--- config.mk ---
export PLATFORM = sky130hd
export DESIGN_NAME = uart_tx
export DESIGN_NICKNAME = d
export VERILOG_FILES = /design/src/rtl/uart_pkg.sv /design/src/rtl/uart_baud_cnt.sv /design/src/rtl/uart_tx.sv
export SDC_FILE = /design/constraint.sdc
export NUM_CORES = 1
export LEC_CHECK = 0
export ABC_AREA = 1
export BUFFER_PORTS_ARGS = -buffer_cell sky130_fd_sc_hd__buf_2
export CORE_MARGIN = 3
export CORE_UTILIZATION = 58
export CTS_CLUSTER_DIAMETER = 40
export DETAILED_ROUTE_END_ITERATION = 12
export MAX_ROUTING_LAYER = met4
export PLACE_DENSITY_LB_ADDON = 0.12
export SLEW_MARGIN = 20
export SYNTH_ARGS = -nofsm -noshare
export SYNTH_HDL_FRONTEND = slang
export SYNTH_SLANG_ARGS = --single-unit
--- constraint.sdc ---
create_clock -name clk -period 2.5 [get_ports clk]
set_clock_uncertainty 0.2 [all_clocks]
set_input_delay 0.375 -clock clk [delete_from_list [all_inputs] [get_ports clk]]
set_output_delay 0.375 -clock clk [all_outputs]
set_load 0.01 [all_outputs]
--- src/rtl/uart_pkg.sv ---
// Shared state encoding and frame-bit constants for the UART transmitter.
// UART_TX_PARITY_EN adds the PARITY state to the encoding.
package uart_pkg;

  localparam logic START_BIT = 1'b0;
  localparam logic STOP_BIT  = 1'b1;
  localparam int   DATA_BITS = 8;

`ifdef UART_TX_PARITY_EN
  typedef enum logic [2:0] {
    IDLE   = 3'd0,
    START  = 3'd1,
    DATA   = 3'd2,
    PARITY = 3'd3,
    STOP   = 3'd4
  } state_t;
`else
  typedef enum logic [2:0] {
    IDLE  = 3'd0,
    START = 3'd1,
    DATA  = 3'd2,
    STOP  = 3'd3
  } state_t;
`endif

endpackage

--- src/rtl/uart_baud_cnt.sv ---
// Bit-period counter: counts 0..CLK_DIV-1 and flags the last cycle of each bit.
module uart_baud_cnt #(
  parameter int unsigned CLK_DIV = 16
) (
  input  logic clk,
  input  logic rst,
  input  logic clear,
  output logic tick
);

  logic [15:0] cnt;

  assign tick = (cnt == 16'(CLK_DIV - 1));

  always_ff @(posedge clk) begin
    if (rst || clear) begin
      cnt <= '0;
    end else if (tick) begin
      cnt <= '0;
    end else begin
      cnt <= cnt + 16'd1;
    end
  end

endmodule

--- src/rtl/uart_tx.sv ---
// 8-bit UART transmitter draining a first-word-fall-through fifo.
// Define UART_TX_PARITY_EN to append an even-parity bit before the stop bit.
//
// state  | meaning
// IDLE   | line high, pops a byte as soon as the fifo is non-empty
// START  | start bit on the line
// DATA   | data bits, LSB first
// PARITY | even parity over the latched byte (UART_TX_PARITY_EN only)
// STOP   | stop bit; returns to IDLE for one cycle before the next pop
module uart_tx
  import uart_pkg::*;
#(
  parameter int unsigned CLK_DIV = 16
) (
  input  logic       clk,
  input  logic       rst,
  input  logic [7:0] data_in,
  input  logic       empty,
  output logic       pop,
  output logic       tx,
  output logic       busy
);

  state_t     state, state_nxt;
  logic [7:0] shift_reg, shift_nxt;
  logic [2:0] bit_cnt, bit_nxt;
  logic       tx_q, tx_nxt;
  logic       baud_clear, baud_tick;
`ifdef UART_TX_PARITY_EN
  logic       parity_q;
`endif

  uart_baud_cnt #(.CLK_DIV(CLK_DIV)) u_baud (
    .clk   (clk),
    .rst   (rst),
    .clear (baud_clear),
    .tick  (baud_tick)
  );

  // tx_nxt is the line level for the state being entered, so tx stays aligned with state.
  always_comb begin
    state_nxt  = state;
    shift_nxt  = shift_reg;
    bit_nxt    = bit_cnt;
    tx_nxt     = tx_q;
    pop        = 1'b0;
    baud_clear = 1'b0;
    case (state)
      IDLE: begin
        baud_clear = 1'b1;
        bit_nxt    = 3'd0;
        tx_nxt     = STOP_BIT;
        if (!empty && !rst) begin
          pop       = 1'b1;
          shift_nxt = data_in;
          state_nxt = START;
          tx_nxt    = START_BIT;
        end
      end
      START: begin
        if (baud_tick) begin
          state_nxt = DATA;
          bit_nxt   = 3'd0;
          tx_nxt    = shift_reg[0];
        end
      end
      DATA: begin
        if (baud_tick) begin
          if (bit_cnt == 3'(DATA_BITS - 1)) begin
`ifdef UART_TX_PARITY_EN
            state_nxt = PARITY;
            tx_nxt    = parity_q;
`else
            state_nxt = STOP;
            tx_nxt    = STOP_BIT;
`endif
          end else begin
            bit_nxt   = bit_cnt + 3'd1;
            shift_nxt = shift_reg >> 1;
            tx_nxt    = shift_reg[1];
          end
        end
      end
`ifdef UART_TX_PARITY_EN
      PARITY: begin
        if (baud_tick) begin
          state_nxt = STOP;
          tx_nxt    = STOP_BIT;
        end
      end
`endif
      STOP: begin
        if (baud_tick) begin
          state_nxt = IDLE;
          tx_nxt    = STOP_BIT;
        end
      end
      default: begin
        state_nxt = IDLE;
        tx_nxt    = STOP_BIT;
      end
    endcase
  end

  always_ff @(posedge clk) begin
    if (rst) begin
      state     <= IDLE;
      shift_reg <= '0;
      bit_cnt   <= '0;
      tx_q      <= STOP_BIT;
    end else begin
      state     <= state_nxt;
      shift_reg <= shift_nxt;
      bit_cnt   <= bit_nxt;
      tx_q      <= tx_nxt;
    end
  end

`ifdef UART_TX_PARITY_EN
  always_ff @(posedge clk) begin
    if (rst) begin
      parity_q <= 1'b0;
    end else if (pop) begin
      parity_q <= ^data_in;
    end
  end
`endif

  assign tx   = tx_q;
  assign busy = (state != IDLE);

endmodule

=== Yosys cells after proc, flatten, opt, wreduce, memory -nomap -nowiden ===
Index checks and enable logic that the tools add are counted.

* Register bits after elaboration: 31
* Output and inout port bits: 3
* Logic and storage cells: 53

* Add/sub/neg operators: 2
* Equality and inequality tests: 11
* Muxes and demuxes: 22
* Reductions and logical operators: 13

{| class="wikitable"
|+ Operators with widths
! cell !! number
|-
| 2-to-1 mux 8 bit || 3
|-
| 2-to-1 mux 3 bit || 7
|-
| adder 16 x 1 -> 16 bit (second input constant) || 1
|-
| equality test 16 x 4 -> 1 bit (second input constant) || 1
|-
| case mux 8 bit (2 select lines) || 1
|-
| != test 2 bit (second input constant) || 6
|-
| case mux 3 bit (4 select lines) || 1
|-
| case mux 3 bit (3 select lines) || 1
|-
| 2-to-1 mux 1 bit || 8
|-
| AND reduction 4 bit || 2
|-
| equality test 3 x 2 -> 1 bit (second input constant) || 2
|-
| nonzero test 3 bit || 2
|-
| AND reduction 5 bit || 1
|-
| case mux 1 bit (4 select lines) || 1
|-
| adder 3 x 1 -> 3 bit (second input constant) || 1
|-
| equality test 3 x 1 -> 1 bit (second input constant) || 1
|-
| equality test 3 bit (second input constant) || 1
|-
| zero test 3 bit || 1
|-
| AND reduction 3 bit || 1
|-
| zero test 1 bit || 2
|-
| nonzero test 2 bit || 1
|-
| OR reduction 2 bit || 1
|-
| logical AND 1 bit || 1
|-
| logical OR 1 bit || 1
|}

=== Logic depth before layout (Yosys ltp) ===
Gate-level depths: netlist of run 1.

* Depth in word-level cells: 4
* Gate-level depth with buffers: 11

=== Modules after synthesis ===
From an unflattened synthesis of run 1, not the netlist that was laid out.

* Cell total of the unflattened synthesis: 265
* Area total of the unflattened synthesis: 1,754.2 um2

{| class="wikitable"
|+ By module, submodules not included
! module !! instances !! cells each !! area an instance (um2) !! seq. area each (um2)
|-
| uart_tx || 1 || 137 || 887.1 || 280.3
|-
| uart_baud_cnt || 1 || 128 || 867.1 || 320.3
|}

=== Least setup slack after synthesis of run 1 ===
OpenSTA, ideal clock, no wires.

* Kind: reg-to-reg
* From: reg state[0]
* To: reg state[1]
* Library setup time: 0.118 ns
* Arrival: 1.446 ns
* Slack: 0.736 ns
* Stages on the path, launching flop included: 11
* Buffers on the path: 1
* Clock period less this slack: 1.764 ns
* Cell sequence: dfxtp_1 > inv_1 > ha_1 > clkbuf_8 > nor2_1 > inv_1 > or2_2 > nand2_1 > nand2_1 > nand2_1 > a21oi_1

* Longest elaborated chain between the ends: 3
* Elaborated cells between the ends (all ways): 11
* Those cells by class: 8 x eq/ne; 1 x mux; 2 x reduce/logical

{| class="wikitable"
|+ Ends and longest elaborated chain
! what !! RTL line !! RTL
|-
| from (decl) || uart_tx.sv:24 || <nowiki>state_t state, state_nxt;</nowiki>
|-
| from (signal assigned) || uart_tx.sv:112 || <nowiki>state <= state_nxt;</nowiki>
|-
| equality test 3 x 2 -> 1 bit (tied with other cells) || uart_tx.sv:48 || <nowiki>case (state)</nowiki>
|-
| != test 2 bit (no source line) || n/a ||
|-
| AND reduction 5 bit (no source line) || n/a ||
|}

Parallel ways exist; a longest one is shown, timed or not.
A chain may end at the register's enable or synchronous reset.

=== Final worst setup path of run 1 ===
* From: reg u_baud.cnt[0]
* To: reg u_baud.cnt[6]

* Longest elaborated chain between the ends: 2
* Elaborated cells between the ends (all ways): 3
* Those cells by class: 1 x add/sub; 1 x eq/ne; 1 x reduce/logical

{| class="wikitable"
|+ Ends and longest elaborated chain
! what !! RTL line !! RTL
|-
| from (decl) || uart_baud_cnt.sv:11 || <nowiki>logic [15:0] cnt;</nowiki>
|-
| from (signal assigned) || uart_baud_cnt.sv:21 || <nowiki>cnt <= cnt + 16'd1;</nowiki>
|-
| branches (longest 2 deep; another with adder 16 x 1 -> 16 bit) || n/a ||
|}

Several ways; the timed one is not identified.

==> results of run 1 <==
per-layer routing:
metal	global-route usage (%)	up-vias	wire, µm
li1	-	790	-
met1	24.2	648	1380
met2	33.1	25	1380
met3	5.88	5	136
met4	7.77	0	55
met5	-	-	0
power by group through the flow:
| stage | sequential, mW | clock (mW) | combinational (mW) |
|---|---|---|---|
| floorplan | 0.618 | 0 | 0.555 |
| global placement | 0.621 | 0 | 0.633 |
| detailed placement | 0.626 | 0 | 0.637 |
| CTS | 0.614 | 0.393 | 0.642 |
| global route | 0.623 | 0.415 | 0.738 |
| finish | 0.613 | 0.381 | 0.639 |
stage by stage:
step,setup WS (ns),cells
2_1_floorplan,0.736,238
3_3_place_gp,0.556,277
3_5_place_dp,0.508,277
4_1_cts,0.455,285
5_1_grt,0.277,285
6_report,0.485,285
final timing paths:
| path | from | to | slack [ns] |
|---|---|---|---|
| worst max-delay path | u_baud.cnt[0]$_SDFF_PP0_ | u_baud.cnt[6]$_SDFF_PP0_ | 0.49 |
| worst min-delay path | rst | state[1]$_SDFFE_PP0P_ | 0.09 |
| worst min register to register | shift_reg[7]$_SDFFE_PP0P_ | shift_reg[7]$_SDFFE_PP0P_ | 0.27 |
| worst max register to register | u_baud.cnt[0]$_SDFF_PP0_ | u_baud.cnt[6]$_SDFF_PP0_ | 0.49 |
cells in the mapped netlist (2+ instances only):
cell type / n
ha_1: 8
or2_2: 2
o21ai_0: 8
inv_1: 27
buf_6: 2
a21oi_1: 17
nand4_1: 8
nor3b_1: 2
nor2_2: 4
nor3_1: 5
nand2_1: 57
nor2_1: 38
xor2_1: 2
dfxtp_1: 30
nand2_2: 2
nand3_1: 15
cell type report:
| class | count | area share [%] |
|---|---|---|
| multi-input combinational | 174 | 49.3 |
| sequential | 30 | 33.8 |
| inverter | 28 | 5.91 |
| timing repair buffer | 15 | 4.50 |
| clock inverter | 3 | 2.25 |
| clock buffer | 5 | 2.11 |
| tap | 30 | 2.11 |
critical path: stages, from the launching register on:
cell	delay, ns
dfxtp_1	0.34
ha_1	0.23
nand3_1	0.13
nor2_1	0.07
nand2_2	0.13
nand3_1	0.44
a21oi_1	0.29
o21a_1	0.14
logic make-up after synthesis:
| family | Yosys count |
|---|---|
| fa+ha+maj | 8 |
| flops | 30 |
| simple gates | 136 |
| xor+xnor | 2 |
| buf+inv | 34 |
| compound gates | 28 |
==> out/metrics.cfg, run 1 <==
[clock_network]
cts_setup_buffers=0
cts_resized=0
clock-sinks=30
path_clk_slew_ns=0.10
clk_latency_ns=0.34
clockRootBuffer=clkbuf_4
numCtsBuffers=5
cts_max_path_buffers=2
holdBufCountCts=0
tritoncts=built
htreeDepth=2

[timing]
max_freq_ghz=0.496
min_period_ns=2.01
finalCritPeriodShare_pct=80.6
rsz0062_at_grt=false
slew_viol_final=0
timing.hold.ws_ns=0.0924
fin_setup_tns_ns=0
slew_headroom_pct=59.8
tightestPinTransition_ns=0.601
setup_viol=0
hold_violations=0

[finish]
fin_area_um2=1780
layout_commonest_cell=nand2_1
nets=273
seq_area_um2=601
fin_util_pct=69.2
fillerInstances=243
largest_reg_flops=16
most-common-layout-cells=nand2_1, nor2_1, dfxtp_1
multiInputGateArea_um2=877
antenna_cells=0
layout-drive-gt1-share_pct=13.3
area_delta_synth_final_pct=8.72

[logic_synthesis]
synthCells=238
synth-seq-cells=30
synth.avg_cell_area_um2=6.87
synth_compound_area_share_pct=9.03
synth_top_area_share_pct=36.7
synth_flop_cell=dfxtp_1
synth-xor-area-share_pct=1.07
syn_area_um2=1640
synthTopCellsByArea=dfxtp_1, nand2_1, nor2_1
yosys_warnings=0
netlist-cell-type-count=27
synth_edf_count=0
ys_seq_area_share_pct=36.7
synth_top_area_cell=dfxtp_1
syn_nets=257
async_flop_share_pct=0
synth_top_family_by_area=simple AND/OR/NAND/NOR gates
muxShareOfSynthArea_pct=0
synth_adder_area_share_pct=6.12
synthSimpleGateAreaFrac_pct=37.4

[floorplanning]
dieArea_um2=3490
rows=18
io_pins=14
die_w_um=59.1
start_util_pct=63.7
die_h_um=59.1
coreArea_um2=2570

[pwr]
swShare_pct=39.1
comb_power_share_pct=39.1
power-per-cell-area_nw_per_um2=919
power_frac_seq_pct=37.5
power.net_switching_mw=0.639
p_leak_nw=0.763
peakVddDrop_uv=784
total_power_mw=1.63
intPower_mw=0.994
clockPowerShare_pct=23.3

[worst_setup_path]
required_ns=2.59
worstSetupEndpointType=flip-flop
start_kind=flip-flop
path_max_fanout=16
worst-setup-path-type=flip-flop to flip-flop
rr_worst_depth=7
cp.arrival_ns=2.11

[routing]
wl_per_cell_um=10.3
antenna_left=0
dr.first_iter.drc_count=66
drc=0
routed_wl_um=2950
avgViaCountPerCell=5.15
dr.pass1.iters=5
vias=1468

[global_route]
antenna_found_initial=0
overflow=0
grt_usage_pct=20.5
grt_pass1_vias=1289
grt_pass1_wl_um=5320
grt_max_degree=17

[placement]
place_area_um2=1700
io_buffer_count=13
post-dp-hpwl_um=2200
globalplace.congestion=0.863

[run]
drv_cap=0

[hold_path]
hold_class=primary input to flip-flop
hold_depth=2

[outcome]
run_status=finished clean

Power figures use the tool's default switching activity.
==> run 2, diff against run 1 <==
- CORE_UTILIZATION: 58 -> 53
- clock period: 2.5 -> 1.8 ns (I/O delays scaled with it)
==> run 2 against run 1 <==
Power increased by 50%. Via count rose by 3.1%. Cell area grew 6.9%. Worst hold slack got worse by 0.073 ns. Wire length up 12%. Cell count grew 4.2%. Setup slack got worse by 0.47 ns. Core utilization down 2.6 points. Clock-buffer cell count is 2 higher. Flip-flop and latch count did not move. Sequential power rose by 38%. Critical path type unchanged. Critical endpoint is now state[0]$_SDFFE_PP0P_. Largest power group unchanged.
==> out/metrics.cfg, run 2 (synthesis results as in run 1) <==
[floorplanning]
die_h_um=61.5  ; +4.1%
die_w_um=61.5  ; +4.1%
dieArea_um2=3790  ; +8.4%
rows=19  ; +1
io_pins=14  ; unchanged
coreArea_um2=2850  ; +11%
start_util_pct=57.3  ; -6.4 points

[pwr]
total_power_mw=2.45  ; +50%
power-per-cell-area_nw_per_um2=1290  ; +40%
peakVddDrop_uv=1190  ; +52%
power_frac_seq_pct=34.6  ; -2.9 points
clockPowerShare_pct=17.3  ; -6.0 points
swShare_pct=40.3  ; +1.2 points
intPower_mw=1.46  ; +47%
p_leak_nw=0.810  ; +6.1%
comb_power_share_pct=48.1  ; +9.0 points
power.net_switching_mw=0.986  ; +54%

[clock_network]
clk_latency_ns=0.33  ; about the same
clockRootBuffer=clkbuf_4
htreeDepth=2  ; unchanged
tritoncts=built
path_clk_slew_ns=0.09  ; about the same
cts_max_path_buffers=2  ; unchanged
clock-sinks=30  ; unchanged
numCtsBuffers=5  ; unchanged

[timing]
slew_headroom_pct=78.0  ; +18 points
rsz0062_at_grt=true
hold_violations=0  ; unchanged
setup_viol=0  ; unchanged
slew_viol_final=0  ; unchanged
tightestPinTransition_ns=0.329  ; -0.273 ns
finalCritPeriodShare_pct=98.9  ; +18 points
min_period_ns=1.78  ; -0.234 ns
max_freq_ghz=0.562  ; +13%

[worst_setup_path]
required_ns=1.83  ; -0.76 ns
crit_buf_inv=2  ; +2
critical-path-top-delay-family=simple AND/OR/NAND/NOR gates
worst_path_largest_cell_delay_ns=0.33  ; -0.11 ns
worstSetupEndpointType=flip-flop
cp_cell_sequence=buf_4, ha_1, nor2_1, inv_1, or2_2, nand2_2, nand3_1, nand2_1, a21oi_1
slowest_stage=dfxtp_1
path_max_fanout=4  ; -12
start_kind=flip-flop
cp.arrival_ns=1.81  ; -0.30 ns
worst-setup-path-type=flip-flop to flip-flop

[placement]
post-dp-hpwl_um=2240  ; +1.8%
dp.cells=285  ; +2.9%
globalplace.congestion=0.889  ; +3.1%
io_buffer_count=13  ; unchanged

[global_route]
grt_pass1_vias=1295  ; +0.47%
antenna_found_initial=0  ; unchanged
grt_pass1_wl_um=5170  ; -2.8%
overflow=0  ; unchanged
grt_max_degree=15  ; -2
grt_usage_pct=19.0  ; -1.5 points

[finish]
nets=284  ; +4.0%
final_cells=297  ; +4.2%
layout-drive-gt1-share_pct=20.7  ; +7.3 points
seq_area_um2=603  ; +0.42%
antenna_cells=0  ; unchanged
layout_commonest_cell=nand2_1
area_delta_synth_final_pct=16.2
multiInputGateArea_um2=932  ; +6.3%
most-common-layout-cells=nand2_1, nor2_1, dfxtp_1
largest_reg_flops=16  ; unchanged
fillerInstances=258  ; +6.2%

[outcome]
run_status=finished clean

[routing]
avgViaCountPerCell=5.09  ; -1.1%
dr.first_iter.drc_count=106  ; +61%
routed_wl_um=3310  ; +12%
antenna_left=0  ; unchanged
drc=0  ; unchanged
dr.pass1.iters=4  ; -1
wl_per_cell_um=11.1  ; +7.9%
vias=1513  ; +3.1%

[hold_path]
hold_class=primary input to flip-flop

[run]
drv_cap=0  ; unchanged

run 2: cell types whose count changed in the layout (fill, tap and decap cells not counted), moves of 2 or more:
cell	change
inv_2	+2
nor2_2	+3
inv_1	-2
dfxtp_2	+2
buf_4	+8
dfxtp_1	-2
nor2_1	-4
ha_1	-2
run 2: area by class of cell:
type,count,area share (%)
Tap cell,31,2.04
Sequential cell,30,31.7
Clock inverter,1,0.263
Inverter,28,5.53
Timing Repair Buffer,25,8.49
Multi-Input combinational cell,175,49.0
Clock buffer,7,2.90
run 2: per-layer routing:
| metal | vias to the layer above | global-route usage (%) | wire [µm] |
|---|---|---|---|
| li1 | 821 | - | - |
| met1 | 668 | 21.9 | 1550 |
| met2 | 18 | 29.7 | 1600 |
| met3 | 6 | 5.87 | 111 |
| met4 | 0 | 9.39 | 51 |
| met5 | - | - | 0 |
run 2: final timing paths:
check | startpoint | to | slack, ns | depth (start not counted)
worst min register to register | u_baud.cnt[0]$_SDFF_PP0_ | u_baud.cnt[0]$_SDFF_PP0_ | 0.24 | 1
worst max register to register | state[0]$_SDFFE_PP0P_ | state[0]$_SDFFE_PP0P_ | 0.02 | 9
worst max-delay path | state[0]$_SDFFE_PP0P_ | state[0]$_SDFFE_PP0P_ | 0.02 | 9
worst min-delay path | data_in[7] | shift_reg[7]$_SDFFE_PP0P_ | 0.02 | 3
run 2: tightest hold or removal path, stage by stage:
cell and delay (ns):
buf_2 0.10, nand4_1 0.07, a21oi_1 0.06
run 2: metrics by stage:
stage                     hold slack (ns)  area [µm²]  util, %  setup TNS, ns  setup slack (ns)
after floorplan                     0.229        1640        -              0            0.0358
after global placement              0.246        1750     61.5              0            0.0887
after detailed placement            0.258        1750     61.5              0            0.0396
after CTS                         0.00384        1850     65.0              0            0.0114
after global routing               0.0248        1900     66.6         -0.245           -0.0546
final                              0.0190        1900     66.6              0            0.0191
run 2: power groups by stage:
| stage | clock network (mW) | logic [mW] | registers [mW] |
|---|---|---|---|
| final | 0.423 | 1.18 | 0.848 |
| after global routing | 0.458 | 1.34 | 0.861 |
| after CTS | 0.435 | 1.06 | 0.845 |
| after detailed placement | 0 | 0.989 | 0.861 |
| after global placement | 0 | 0.976 | 0.860 |
| after floorplan | 0 | 0.771 | 0.858 |
run 2: repair_timing:
action	CTS	global route
gates resized for setup	5	11
buffers inserted	2	0
hold buffers	1	0
hold endpoints to repair	1	0
cloned	0	1
setup endpoints to repair	2	26
pin swaps	1	2
==> run 3, diff against run 2 <==
- SETUP_SLACK_MARGIN: unset -> 0.5
==> run 3 against run 2 <==
The flow now finishes with violations (negative setup slack). Worst hold slack improved by 0.053 ns. Register-to-register slack lost 0.09 ns. Combinational power grew 86%. Via count is 49% higher. Non-clock buffer count grew 38. Wire length up 150%. Clock-buffer cell count unchanged. Largest cell class unchanged. Largest power group unchanged.
==> out/metrics.cfg, run 3 (synthesis results as in run 1) <==
[outcome]
run_status=finished, violations left
violations=negative setup slack

[finish]
fin_area_um2=2710  ; +42%
fillerInstances=76  ; -71%
nets=322  ; +13%
final_cells=335  ; +13%
multiInputGateArea_um2=1330  ; +42%
antenna_cells=0  ; unchanged
layout-drive-gt1-share_pct=55.6  ; +35 points
most-common-layout-cells=nand2_1, buf_4, inv_1
layout_commonest_cell=nand2_1
area_delta_synth_final_pct=65.6
seq_area_um2=631  ; +4.6%
largest_reg_flops=16  ; unchanged

[clock_network]
clk_latency_ns=0.36  ; +0.03 ns
numCtsBuffers=5  ; unchanged
cts_max_path_buffers=2  ; unchanged
clockRootBuffer=clkbuf_4
clock-sinks=30  ; unchanged
path_clk_slew_ns=0.12  ; +0.03 ns
tritoncts=built
htreeDepth=2  ; unchanged

[worst_setup_path]
setup.worst_path.start=state[0]$_SDFFE_PP0P_
required_ns=1.88  ; +0.05 ns
start_kind=flip-flop
cp.arrival_ns=1.95  ; +0.14 ns
worstSetupEndpointType=flip-flop
path_max_fanout=7  ; +3
worst-setup-path-type=flip-flop to flip-flop
reg2reg_from=state[0]$_SDFFE_PP0P_

[routing]
avgViaCountPerCell=6.72  ; +32%
dr.first_iter.drc_count=566  ; +430%
drc=0  ; unchanged
routed_wl_um=8270  ; +150%
vias=2251  ; +49%
dr.pass1.iters=6  ; +2
wl_per_cell_um=24.7  ; +120%
antenna_left=0  ; unchanged

[timing]
tightestPinTransition_ns=0.352  ; +0.0229 ns
max_freq_ghz=0.535  ; -4.7%
setup_viol=7  ; +7
finalCritPeriodShare_pct=104  ; +4.9 points
min_period_ns=1.87  ; +0.0883 ns
slew_headroom_pct=76.4  ; -1.6 points
hold_violations=0  ; unchanged
layout_setup_ws_ns=-0.0692  ; -0.0883 ns
rsz0062_at_grt=true
slew_viol_final=0  ; unchanged

[pwr]
p_leak_nw=1.16  ; +43%
power-per-cell-area_nw_per_um2=1320  ; +2.3%
peakVddDrop_uv=1350  ; +13%

[floorplanning]
rows=19  ; unchanged
die_w_um=61.5  ; unchanged
start_util_pct=57.3  ; unchanged
io_pins=14  ; unchanged
dieArea_um2=3790  ; unchanged
die_h_um=61.5  ; unchanged
coreArea_um2=2850  ; unchanged

[placement]
post-dp-hpwl_um=2260  ; +1.1%
io_buffer_count=13  ; unchanged
globalplace.congestion=0.837  ; -5.9%
dp.cells=285  ; unchanged
place_area_um2=1830  ; +4.1%

[hold_path]
min_from=data_in[2]
hold_class=primary input to flip-flop

[global_route]
grt_max_degree=10  ; -5
antenna_found_initial=0  ; unchanged
overflow=0  ; unchanged
grt_pass1_wl_um=8210  ; +59%
grt_pass1_vias=1770  ; +37%
grt_usage_pct=30.8  ; +12 points

[run]
drv_cap=0  ; unchanged

run 3: changes by cell type in the layout (fill, tap and decap cells not counted), sizes merged:
cell,previous run,this run
buf,24,61
dlygate4sd3,1,2
run 3: per-stage QoR:
stage          setup TNS [ns]  power (mW)  hold slack, ns  setup slack [ns]  util (%)
2_1_floorplan               0        1.71           0.239             0.197         -
3_3_place_gp                0        1.87           0.253             0.216      64.0
3_5_place_dp                0        1.88           0.261             0.189      64.0
4_1_cts                     0        2.82          0.0362             0.150      82.6
5_1_grt                -0.452        3.63          0.0486            -0.134      94.9
6_report               -0.230        3.57          0.0717           -0.0692      94.9
run 3: critical path, cell delays in order (launching register included):
cell	delay [ns]
dfxtp_4	0.37
inv_4	0.07
buf_12	0.10
ha_4	0.18
buf_4	0.14
nor2_4	0.04
nor2_4	0.16
nand3_4	0.17
nand2_1	0.15
inv_1	0.07
nor2_1	0.12
run 3: repair_timing:
action	in CTS	in global routing
setup endpoints to repair	33	33
pin swaps	32	28
hold endpoints to repair	2	0
hold buffers	2	0
resized for setup	68	63
buffers inserted	23	15
gates cloned	2	0
run 3: worst paths after layout:
kind / depth (start not counted) / slack (ns) / endpoint
hold / removal: 5 / 0.07 / shift_reg[2]$_SDFFE_PP0P_
hold reg to reg: 2 / 0.32 / u_baud.cnt[15]$_SDFF_PP0_
setup / recovery: 10 / -0.07 / shift_reg[0]$_SDFFE_PP0P_
setup reg to reg: 10 / -0.07 / shift_reg[0]$_SDFFE_PP0P_
run 3: layout make-up:
type                            count  area share [%]
Multi-Input combinational cell    175            49.0
Tap cell                           31            1.43
Clock buffer                        7            2.03
Clock inverter                      1           0.185
Sequential cell                    30            23.3
Inverter                           28            4.16
Timing Repair Buffer               63            19.9
run 3: where the power goes:
group	leakage, nW	switching [mW]	internal [mW]
Clock	0.0353	0.276	0.189
Combinational	0.873	1.30	0.889
Sequential	0.252	0.0992	0.808
run 3: per-layer routing:
layer	wire, µm	GRT usage (%)
met5	0	-
met4	731	15.2
met3	1140	8.60
met2	3570	49.2
met1	2820	35.3
